## src/rtl/divider32.sv

```systemverilog
// Sequential restoring radix-2 divider with valid/ready handshakes on both sides.
// Define DIVIDER32_SIGNED_EN to honour is_signed; otherwise all operands are unsigned.
module divider32 #(
   parameter int unsigned WIDTH = 32
) (
   input  logic             clk,
   input  logic             rst,
   input  logic             in_valid,
   output logic             in_ready,
   input  logic [WIDTH-1:0] in1,
   input  logic [WIDTH-1:0] in2,
   input  logic             is_signed,
   output logic             out_valid,
   input  logic             out_ready,
   output logic [WIDTH-1:0] quot,
   output logic [WIDTH-1:0] rem,
   output logic             div_by_zero
);

   localparam int unsigned CW = $clog2(WIDTH + 1);

   typedef enum logic [1:0] {IDLE, CALC, DONE} state_t;

   state_t           state_q, state_d;
   logic [WIDTH-1:0] a_q, a_d;
   logic [WIDTH-1:0] b_q, b_d;
   logic [WIDTH-1:0] r_q, r_d;
   logic [WIDTH-1:0] quot_q, quot_d;
   logic [WIDTH-1:0] rem_q, rem_d;
   logic             dbz_q, dbz_d;
   logic [CW-1:0]    cnt_q, cnt_d;

   logic             accept;
   logic             last_step;
   logic             zero_div;
   logic [WIDTH:0]   r_shift;
   logic [WIDTH:0]   diff;
   logic [WIDTH-1:0] q_fix;
   logic [WIDTH-1:0] r_fix;
   logic [WIDTH-1:0] dvd_raw;
   logic [WIDTH-1:0] mag1;
   logic [WIDTH-1:0] mag2;

`ifdef DIVIDER32_SIGNED_EN
   logic neg_q_q, neg_q_d;
   logic neg_r_q, neg_r_d;
   logic sgn_in;

   assign sgn_in  = is_signed;
   assign mag1    = (sgn_in && in1[WIDTH-1]) ? -in1 : in1;
   assign mag2    = (sgn_in && in2[WIDTH-1]) ? -in2 : in2;
   assign neg_q_d = accept ? (sgn_in & (in1[WIDTH-1] ^ in2[WIDTH-1])) : neg_q_q;
   assign neg_r_d = accept ? (sgn_in & in1[WIDTH-1]) : neg_r_q;
   assign q_fix   = neg_q_q ? -a_q : a_q;
   assign r_fix   = neg_r_q ? -r_q : r_q;
   // a_q still holds the untouched dividend magnitude when the divisor is zero
   assign dvd_raw = neg_r_q ? -a_q : a_q;

   always_ff @(posedge clk or posedge rst) begin
      if (rst) begin
         neg_q_q <= 1'b0;
         neg_r_q <= 1'b0;
      end else begin
         neg_q_q <= neg_q_d;
         neg_r_q <= neg_r_d;
      end
   end
`else
   logic unused_is_signed;

   assign unused_is_signed = is_signed;
   assign mag1    = in1;
   assign mag2    = in2;
   assign q_fix   = a_q;
   assign r_fix   = r_q;
   assign dvd_raw = a_q;
`endif

   assign accept    = in_valid & in_ready;
   assign last_step = (cnt_q == CW'(WIDTH));
   assign zero_div  = (b_q == '0);
   assign r_shift   = {r_q, a_q[WIDTH-1]};
   assign diff      = r_shift - {1'b0, b_q};

   always_ff @(posedge clk or posedge rst) begin
      if (rst) state_q <= IDLE;
      else     state_q <= state_d;
   end

   always_comb begin
      state_d = state_q;
      unique case (state_q)
         IDLE: if (accept) state_d = CALC;
         CALC: if (zero_div || last_step) state_d = DONE;
         DONE: if (out_ready) state_d = IDLE;
         default: state_d = IDLE;
      endcase
   end

   always_comb begin
      in_ready  = (state_q == IDLE);
      out_valid = (state_q == DONE);
   end

   always_comb begin
      a_d    = a_q;
      b_d    = b_q;
      r_d    = r_q;
      cnt_d  = cnt_q;
      quot_d = quot_q;
      rem_d  = rem_q;
      dbz_d  = dbz_q;
      if (state_q == IDLE && accept) begin
         a_d   = mag1;
         b_d   = mag2;
         r_d   = '0;
         cnt_d = '0;
      end else if (state_q == CALC) begin
         if (zero_div) begin
            quot_d = '1;
            rem_d  = dvd_raw;
            dbz_d  = 1'b1;
         end else if (last_step) begin
            quot_d = q_fix;
            rem_d  = r_fix;
            dbz_d  = 1'b0;
         end else begin
            // borrow clear means the trial subtraction fits: keep it and shift in a 1
            if (!diff[WIDTH]) begin
               r_d = diff[WIDTH-1:0];
               a_d = {a_q[WIDTH-2:0], 1'b1};
            end else begin
               r_d = r_shift[WIDTH-1:0];
               a_d = {a_q[WIDTH-2:0], 1'b0};
            end
            cnt_d = cnt_q + CW'(1);
         end
      end
   end

   always_ff @(posedge clk or posedge rst) begin
      if (rst) begin
         a_q    <= '0;
         b_q    <= '0;
         r_q    <= '0;
         cnt_q  <= '0;
         quot_q <= '0;
         rem_q  <= '0;
         dbz_q  <= 1'b0;
      end else begin
         a_q    <= a_d;
         b_q    <= b_d;
         r_q    <= r_d;
         cnt_q  <= cnt_d;
         quot_q <= quot_d;
         rem_q  <= rem_d;
         dbz_q  <= dbz_d;
      end
   end

   assign quot        = quot_q;
   assign rem         = rem_q;
   assign div_by_zero = dbz_q;

endmodule

```

## config.mk

```make
export PLATFORM = sky130hd
export DESIGN_NAME = divider32
export DESIGN_NICKNAME = d
export VERILOG_FILES = /design/src/rtl/divider32.sv
export SDC_FILE = /design/constraint.sdc
export NUM_CORES = 1
export LEC_CHECK = 0
export ABC_CLOCK_PERIOD_IN_PS = 12090
export BUFFER_PORTS_ARGS = -buffer_cell sky130_fd_sc_hd__buf_2
export CAP_MARGIN = 10
export CORE_UTILIZATION = 28
export CTS_CLUSTER_SIZE = 30
export DETAILED_ROUTE_END_ITERATION = 8
export GPL_TIMING_DRIVEN = 0
export SETUP_SLACK_MARGIN = 0.02
export SLEW_MARGIN = 20
export SYNTH_ARGS = -nofsm -noshare
export SYNTH_HDL_FRONTEND = slang
export SYNTH_SLANG_ARGS = --single-unit
```

## constraint.sdc

```tcl
create_clock -name clk -period 12.09 [get_ports clk]
set_input_delay 1.209 -clock clk [delete_from_list [all_inputs] [get_ports clk]]
set_output_delay 1.209 -clock clk [all_outputs]
set_load 0.05 [all_outputs]
```

### Word level (Yosys, flattened, before mapping)

Cells that the tools add are included.

| cells by class | value |
|---|---|
| $add $sub $neg | 2 |
| multipliers | 0 |
| div/mod/pow operators | 0 |
| $lt $le $gt $ge | 0 |
| eq/ne operators | 8 |
| shift-type cells | 0 |
| muxes and demuxes | 24 |
| bitwise gates (word level) | 2 |
| reductions and logical operators | 9 |

Operators by type and width:

| cell | number |
|---|---|
| 32-bit 2-to-1 mux | 13 |
| 33-bit by 32-bit subtractor with 33-bit output | 1 |
| 32-bit zero test | 1 |
| 6-bit 2-to-1 mux | 4 |
| 3-bit AND reduction | 3 |
| 2-bit by 1-bit inequality test with 1-bit output (second input constant) | 4 |
| 6-bit by 1-bit adder with 6-bit output (second input constant) | 1 |
| 6-bit equality test (second input constant) | 1 |
| 2-bit 2-to-1 mux | 3 |
| 2-bit case mux with 3 select lines | 1 |
| 2-bit nonzero test | 2 |
| 1-bit 2-to-1 mux | 3 |
| 2-bit by 1-bit equality test with 1-bit output (second input constant) | 1 |
| 2-bit equality test (second input constant) | 1 |
| 2-bit zero test | 1 |
| 2-bit inequality test (second input constant) | 1 |
| 1-bit AND | 1 |
| 1-bit logical AND | 1 |
| 1-bit logical OR | 1 |
| 1-bit NOT | 1 |

| word-level totals | value |
|---|---|
| flip-flop bits (word level) | 169 |
| latch bits | 0 |
| RAM bits | 0 |
| memory bits (read-only) | 0 |
| output and inout port bits | 67 |
| memories | 0 |

### Logic depth before layout (Yosys ltp)

Gate-level depths: netlist of run 1.

| depth | value |
|---|---|
| depth in word-level cells | 6 |
| mapped depth | 14 |

### Worst setup path before layout of run 1

OpenSTA, ideal clock, no wires.

| timing path | value |
|---|---|
| kind | flip-flop to flip-flop |
| from | reg a_q[31] |
| to | reg r_q[27] (netlist: r_fix[27]) |
| arrival time | 2.997 ns |
| data required time | 12.004 ns |
| setup slack | 9.007 ns |
| cell stages (with the launch flop) | 13 |
| buffers on the path | 0 |
| clock period less this slack | 3.083 ns |
| cells stage by stage | dfrtp_1 -> inv_1 -> ha_1 -> inv_1 -> fa_1 -> a21o_1 -> a221oi_2 -> o21ai_2 -> a311oi_2 -> nor4b_2 -> o21a_4 -> or4_4 -> o221ai_2 |

| between the ends | value |
|---|---|
| word-level cells in the longest chain between the ends | 6 |

Ends and longest elaborated chain:

| element | line | text |
|---|---|---|
| from (decl) | 25 | `logic [WIDTH-1:0] a_q, a_d;` |
| from (signal assigned) | 143 | `a_q <= '0;` |
| from (signal assigned) | 151 | `a_q <= a_d;` |
| 33-bit by 32-bit subtractor with 33-bit output | 83 | `assign diff = r_shift - {1'b0, b_q};` |
| 32-bit 2-to-1 mux | 129 | `if (!diff[WIDTH]) begin` |
| 32-bit 2-to-1 mux | 123 | `end else if (last_step) begin` |
| 32-bit 2-to-1 mux | 119 | `if (zero_div) begin` |
| 32-bit 2-to-1 mux | 118 | `end else if (state_q == CALC) begin` |
| 32-bit 2-to-1 mux | 113 | `if (state_q == IDLE && accept) begin` |
| to (signal assigned) | 153 | `r_q <= r_d;` |
| to (decl) | 27 | `logic [WIDTH-1:0] r_q, r_d;` |

No other way between the ends. The select of a mux whose other input is x is not followed.
A chain may end at the register's enable or synchronous reset.

### Worst setup path after layout of run 1

| timing path | value |
|---|---|
| from | reg a_q[31] |
| to | reg r_q[12] (netlist: r_fix[12]) |

Same word-level chain as after synthesis.

==> flow_summary.toml, run 1 <==
[clock_network]
cts_hold_buf = 0
clockBufferDepth = 2
htreeDepth = 4
cts_made_buffers = 17
clock_latency_ns = 0.44
cts_setup_buffers = 0
cts_tree = "yes"
cts_sinks = 169
clockRootBuffer = "clkbuf_16"
post_cts_resized = 0
clk_pin_slew_worst_paths_ns = 0.07

[setup_path]
cp_top_family = "compound AO/OA/AOI/OAI gates"
slowest_stage = "nor3_1"
crit_required_ns = 12.44
crit_path_max_fanout = 10
cpMostUsedCell = "inv_1"
cp.buffers_inverters = 3
crit_chain = "inv_1 -> ha_1 -> inv_1 -> fa_1 -> a21o_1 -> a221oi_2 -> o21ai_2 -> a311oi_2 -> nor4b_2 -> nor3_1 -> nor2_1 -> buf_2 -> o211ai_1"
cp-end-kind = "register"
crit_path_max_incr_delay_ns = 0.49
worstPathArrival_ns = 4.13
startpoint_type = "register"
path_class = "register to register"

[sta]
rsz0062_at_grt = "no"
worstMarginPinSlew_ns = 0.959
finalCritPeriodShare_pct = 31.3
slew_headroom_pct = 35.6
max_freq_ghz = 0.265
hold_viol = 0
final-setup-viol-count = 0
fin_setup_tns_ns = 0
fin_skew_ns = 0.0145
final_max_slew_viol_count = 0
whs_ns = 0.472
fin_crit_ns = 3.78

[yosys]
ys_types = 69
synth_edf_count = 0
synth_area_leaders = "dfrtp_1 46%, nand2_1 8.8%, o21ai_0 5.8%, ha_1 4.6%, mux2i_1 3.5%"
synth_cells = 1044
synth_top_area_share_pct = 46.0
synth-main-ff-cell = "dfrtp_1"
ys_seq_elements = 169
syn_area_sq_um = 9190
ys_async_sr_fraction_pct = 100
synth_top_area_cell = "dfrtp_1"
yosys_warnings = 0
postSynthAreaPerCell_sq_um = 8.80
yosysSeqAreaShare_pct = 46.0
synth_nets = 1148

[route]
dr.pass1.iters = 6
vias = 8258
wl_mm = 29.5
drt_iter0_drc = 774
ant_nets = 0
drcViolationCount = 0
viasPerCell = 5.02
wl_per_cell_um = 17.9

[flow_run]
maxCapViolCount = 0

[floorplanning]
floorplan.io_pins = 136
die_h_um = 183
fp.dieArea_sq_um = 33500
die_w_um = 183
rows = 65
core_area_sq_um = 31900
initial_core_util_pct = 28.8

[run_status]
status = "complete, no violations"

[min_path]
hp-class = "register to register"

[placed_design]
gp_congestion = 0.851
port_buffers = 134
hpwl_mm = 22.7

[final_layout]
drive_gt1_share_pct = 16.4
layout.nets = 1302
layout_commonest_cell = "nand2_1"
most-common-layout-cells = "216 x nand2_1, 169 x dfrtp_1, 146 x buf_2"
area_growth_pct = 20.0
diodes = 0

[grt]
grtUsageTotal_pct = 18.1
grt_pass1_wl_mm = 46.2
grt_max_degree = 96
antenna_found_initial = 0
grt_pass1_vias = 7767
overflow = 0

[pwr]
leakage_uw = 0.00505
peakVddDrop_mv = 0.150
powerDensity_nw_per_um2 = 345
[power by group]
| part | switching, uW | internal (uW) | total [uW] |
|---|---|---|---|
| Clock | 254 | 301 | 555 |
| Combinational | 1380 | 803 | 2180 |
| Sequential | 252 | 817 | 1070 |
| Total | 1880 | 1920 | 3800 |
[path summary, 6_finish.rpt]
| check | from | end | slack, ns | depth (start not counted) |
|---|---|---|---|---|
| setup / recovery | a_q[31] | r_fix[12] | 8.31 | 13 |
| hold / removal | quot[12] | quot[12] | 0.47 | 2 |
| setup reg to reg | a_q[31] | r_fix[12] | 8.31 | 13 |
| hold reg to reg | quot[12] | quot[12] | 0.47 | 2 |
| max in group asynchronous | rst | r_fix[10] | 10.38 | 3 |
| min in group asynchronous | rst | quot[28] | 0.87 | 2 |
[cell usage after synthesis (3+ instances only)]
cell and n:
nor4_1 10, a211oi_1 3, xnor2_1 12, or3_1 5, clkbuf_1 57, o21a_1 4
inv_1 41, ha_1 34, o21bai_1 5, a31oi_1 18, o31ai_1 5, a21o_1 16
a21oi_1 27, xor2_1 17, and3_1 6, o221ai_1 7, buf_2 12, buf_1 3
nor3_1 6, o211ai_1 26, nand3_1 36, o21ai_0 107, nand2b_1 4, nor2_1 66
mux2i_1 32, nand4_1 31, a22oi_1 19, nor2b_1 3, nand2_1 216, dfrtp_1 169
[registers in the layout (all words and copies together), names as in the netlist]
| signal | cells |
|---|---|
| quot | 32 |
| a_q | 32 |
| cnt_q | 6 |
| rem | 32 |
| state_q | 2 |
| r_fix | 32 |
| div_by_zero | 1 |
| b_q | 32 |
[worst register-to-register path: stages, from the launching register on]
cell      delay [ns]
dfrtp_1         0.41
inv_1           0.16
ha_1            0.20
inv_1           0.05
fa_1            0.39
a21o_1          0.21
a221oi_2        0.36
o21ai_2         0.17
a311oi_2        0.45
nor4b_2         0.15
nor3_1          0.49
nor2_1          0.19
buf_2           0.24
o211ai_1        0.21
[stage by stage]
step,area [sq um],utilization [%],worst slack (ns),total power [uW],std cells
floorplan,9190,-,6.31,2640,1044
global placement,10400,32.6,4.21,3200,1613
detailed placement,10400,32.7,8.32,3230,1614
CTS,11000,34.6,8.30,3790,1646
global route,11000,34.6,8.02,4100,1646
finish,11000,34.6,8.31,3800,1646
[area by class of cell]
class	instances	area, sq um
multi-input cells	761	4510
fillers	3346	20900
plain buffers	73	290
flip-flops and latches	169	4230
inverters	41	161
clock inverters	13	133
well taps	435	544
repair buffers	135	698
clock buffers	19	453
[routing by layer]
| layer | vias up | share of wire (%) | routed length [um] | track usage (%) |
|---|---|---|---|---|
| met5 | - | 0 | 0 | 0 |
| met4 | 0 | 1.0 | 307 | 4.63 |
| met3 | 18 | 6.3 | 1860 | 2.42 |
| met2 | 301 | 43 | 12600 | 27.0 |
| met1 | 3931 | 50 | 14800 | 27.2 |
| li1 | 4008 | - | - | - |
[kinds of logic (layout without fill, tap and decap cells)]
family | count (synthesis) | count (layout) | share of synthesized area (%)
xor+xnor | 29 | 29 | 2.76
mux | 32 | 32 | 3.49
compound gates | 270 | 270 | 19.1
flops | 169 | 169 | 46.0
fa+ha+maj | 35 | 35 | 4.85
simple gates | 395 | 395 | 18.9
buf+inv | 114 | 281 | 4.84
No activity file was read; power rests on OpenSTA's default activity.
==> run 2: changes to the inputs <==
--- a/config.mk
+++ b/config.mk
@@ -5,7 +5,7 @@
 export SDC_FILE = /design/constraint.sdc
 export NUM_CORES = 1
 export LEC_CHECK = 0
-export ABC_CLOCK_PERIOD_IN_PS = 12090
+export ABC_CLOCK_PERIOD_IN_PS = 3600
 export BUFFER_PORTS_ARGS = -buffer_cell sky130_fd_sc_hd__buf_2
 export CAP_MARGIN = 10
 export CORE_UTILIZATION = 28
==> constraint.sdc (replaced) <==
create_clock -name clk -period 3.6 [get_ports clk]
set_input_delay 0.36 -clock clk [delete_from_list [all_inputs] [get_ports clk]]
set_output_delay 0.36 -clock clk [all_outputs]
set_load 0.05 [all_outputs]
==> run 2 against run 1 <==
  * Clock power rose to 3.2 times the previous value
  * First-iteration DRC count down 6.8%
  * Global-route usage up 0.27 points
  * Critical path depth up 1
  * Sequential share of layout area down 0.52 points
  * Power rose to 3.4 times the previous value
  * Via count up 1.4%
  * Combinational power rose to 3.4 times the previous value
  * Register-to-register slack worse by 8.1 ns
  * Die area unchanged
  * Fmax up 11%
==> flow_summary.toml, run 2 (synthesis gave the netlist of run 1 again) <==
[run_status]
status = "complete, no violations"

[grt]
grtUsageTotal_pct = 18.3
grt_max_degree = 34
grt_pass1_wl_mm = 47.1
antenna_found_initial = 0
overflow = 0
grt_pass1_vias = 8130

[floorplanning]
fp.dieArea_sq_um = 33500
core_area_sq_um = 31900
die_w_um = 183
initial_core_util_pct = 28.8
die_h_um = 183
rows = 65
floorplan.io_pins = 136

[route]
ant_nets = 0
wl_per_cell_um = 18.1
vias = 8377
drt_iter0_drc = 721
drcViolationCount = 0
viasPerCell = 5.06
wl_mm = 30.0
dr.pass1.iters = 5

[sta]
final_max_slew_viol_count = 0
fin_skew_ns = 0.0101
fin_crit_ns = 3.40
slew_headroom_pct = 34.7
rsz0062_at_grt = "no"
worstMarginPinSlew_ns = 0.972
fin_setup_tns_ns = 0
max_freq_ghz = 0.294
final-setup-viol-count = 0
hold_viol = 0
finalCritPeriodShare_pct = 94.3
fin_ws_ns = 0.204

[min_path]
hp-class = "input port to register"
hold_depth = 3

[final_layout]
layout_commonest_cell = "nand2_1"
diodes = 0
layout.nets = 1311
area_growth_pct = 21.6
drive_gt1_share_pct = 17.4
fin_area_sq_um = 11200
most-common-layout-cells = "216 x nand2_1, 169 x dfrtp_1, 145 x buf_2"

[clock_network]
cts_sinks = 169
clockRootBuffer = "clkbuf_16"
clockBufferDepth = 2
htreeDepth = 4
clk_pin_slew_worst_paths_ns = 0.07
cts_made_buffers = 17
clock_latency_ns = 0.44
cts_tree = "yes"

[placed_design]
port_buffers = 134
hpwl_mm = 23.4
dpl_cell_area_sq_um = 10500
gp_congestion = 0.858
dp_slack_ns = -0.154

[setup_path]
startpoint_type = "register"
worstPathArrival_ns = 3.71
path_class = "register to register"
crit_required_ns = 3.91
reg2regPathDepth = 14
cp-end-kind = "register"
crit_path_max_fanout = 10

[pwr]
power_frac_seq_pct = 27.8
intPower_uw = 6470
p_sw_share_pct = 49.8
power_uw = 12900
leakage_uw = 0.00511
peakVddDrop_mv = 0.515
clockPowerShare_pct = 13.9
combPwrFrac_pct = 58.3
p_switching_uw = 6410
powerDensity_nw_per_um2 = 1150

[flow_run]
maxCapViolCount = 0
-- run 2: changes by cell type in the layout (fill, tap and decap cells not counted), sizes merged --
| cell | previous run | this run |
|---|---|---|
| clkinvlp | 2 | 3 |
| buf | 150 | 158 |
| dlygate4sd3 | 0 | 1 |
| bufinv | 1 | 0 |
| clkinv | 4 | 6 |
| inv | 47 | 45 |
-- run 2: worst max-delay path, cell delays in order (launching register included) --
cell and delay (ns):
dfrtp_1 0.42, inv_2 0.11, ha_1 0.18, inv_1 0.06, fa_1 0.40, a21o_1 0.23, a221oi_4 0.35, o21ai_4 0.14
a311oi_4 0.30, nor4b_2 0.14, or3_1 0.31, buf_2 0.18, buf_2 0.21, nand4_1 0.14, o211ai_1 0.11
-- run 2: final cells by class --
type	instances	area, sq um
Timing Repair Buffer	144	831
Inverter	41	158
Clock inverter	13	111
Tap cell	435	544
Multi-Input combinational cell	761	4550
Fill cell	3375	20700
Sequential cell	169	4230
Clock buffer	19	453
Buffer	73	295
-- run 2: final timing paths --
kind / slack (ns) / to / startpoint
setup reg to reg: 0.20 / r_fix[19] / a_q[31]
hold reg to reg: 0.47 / quot[18] / quot[18]
min in group asynchronous: 0.50 / quot[28] / rst
hold / removal: 0.13 / b_q[23] / in2[23]
max in group asynchronous: 1.99 / rem[7] / rst
setup / recovery: 0.20 / r_fix[19] / a_q[31]
-- run 2: per-stage QoR --
step                      instances  hold WS [ns]  utilization, %
after floorplan                1044         0.465               -
final                          1655         0.130            35.1
after CTS                      1652         0.120            34.9
after global placement         1613         0.458            32.6
after detailed placement       1619         0.421            33.0
after global routing           1655         0.121            35.1
-- run 2: routing by layer --
metal  track usage, %  wire length [um]  vias up
met1             26.6             14400     3999
met2             28.0             13100      319
met5                0                 0        -
met4             4.47               386        0
met3             3.26              2050       30
li1                 -                 -     4029
-- run 2: power by group through the flow --
stage,clock network (uW),logic [uW],registers [uW]
after floorplan,0,4900,3980
after global placement,0,7150,3580
after detailed placement,0,7270,3590
after CTS,1810,7370,3560
after global routing,1890,8270,3680
final,1790,7510,3580
-- run 2: timing repair --
item | 4_1_cts | 5_1_grt
buffers inserted | 0 | 3
resized for setup | 5 | 4
endpoints found under the setup margin | 31 | 31
pin swaps | 0 | 3
endpoints found under the hold margin | 21 | 0
hold buffers | 1 | 0
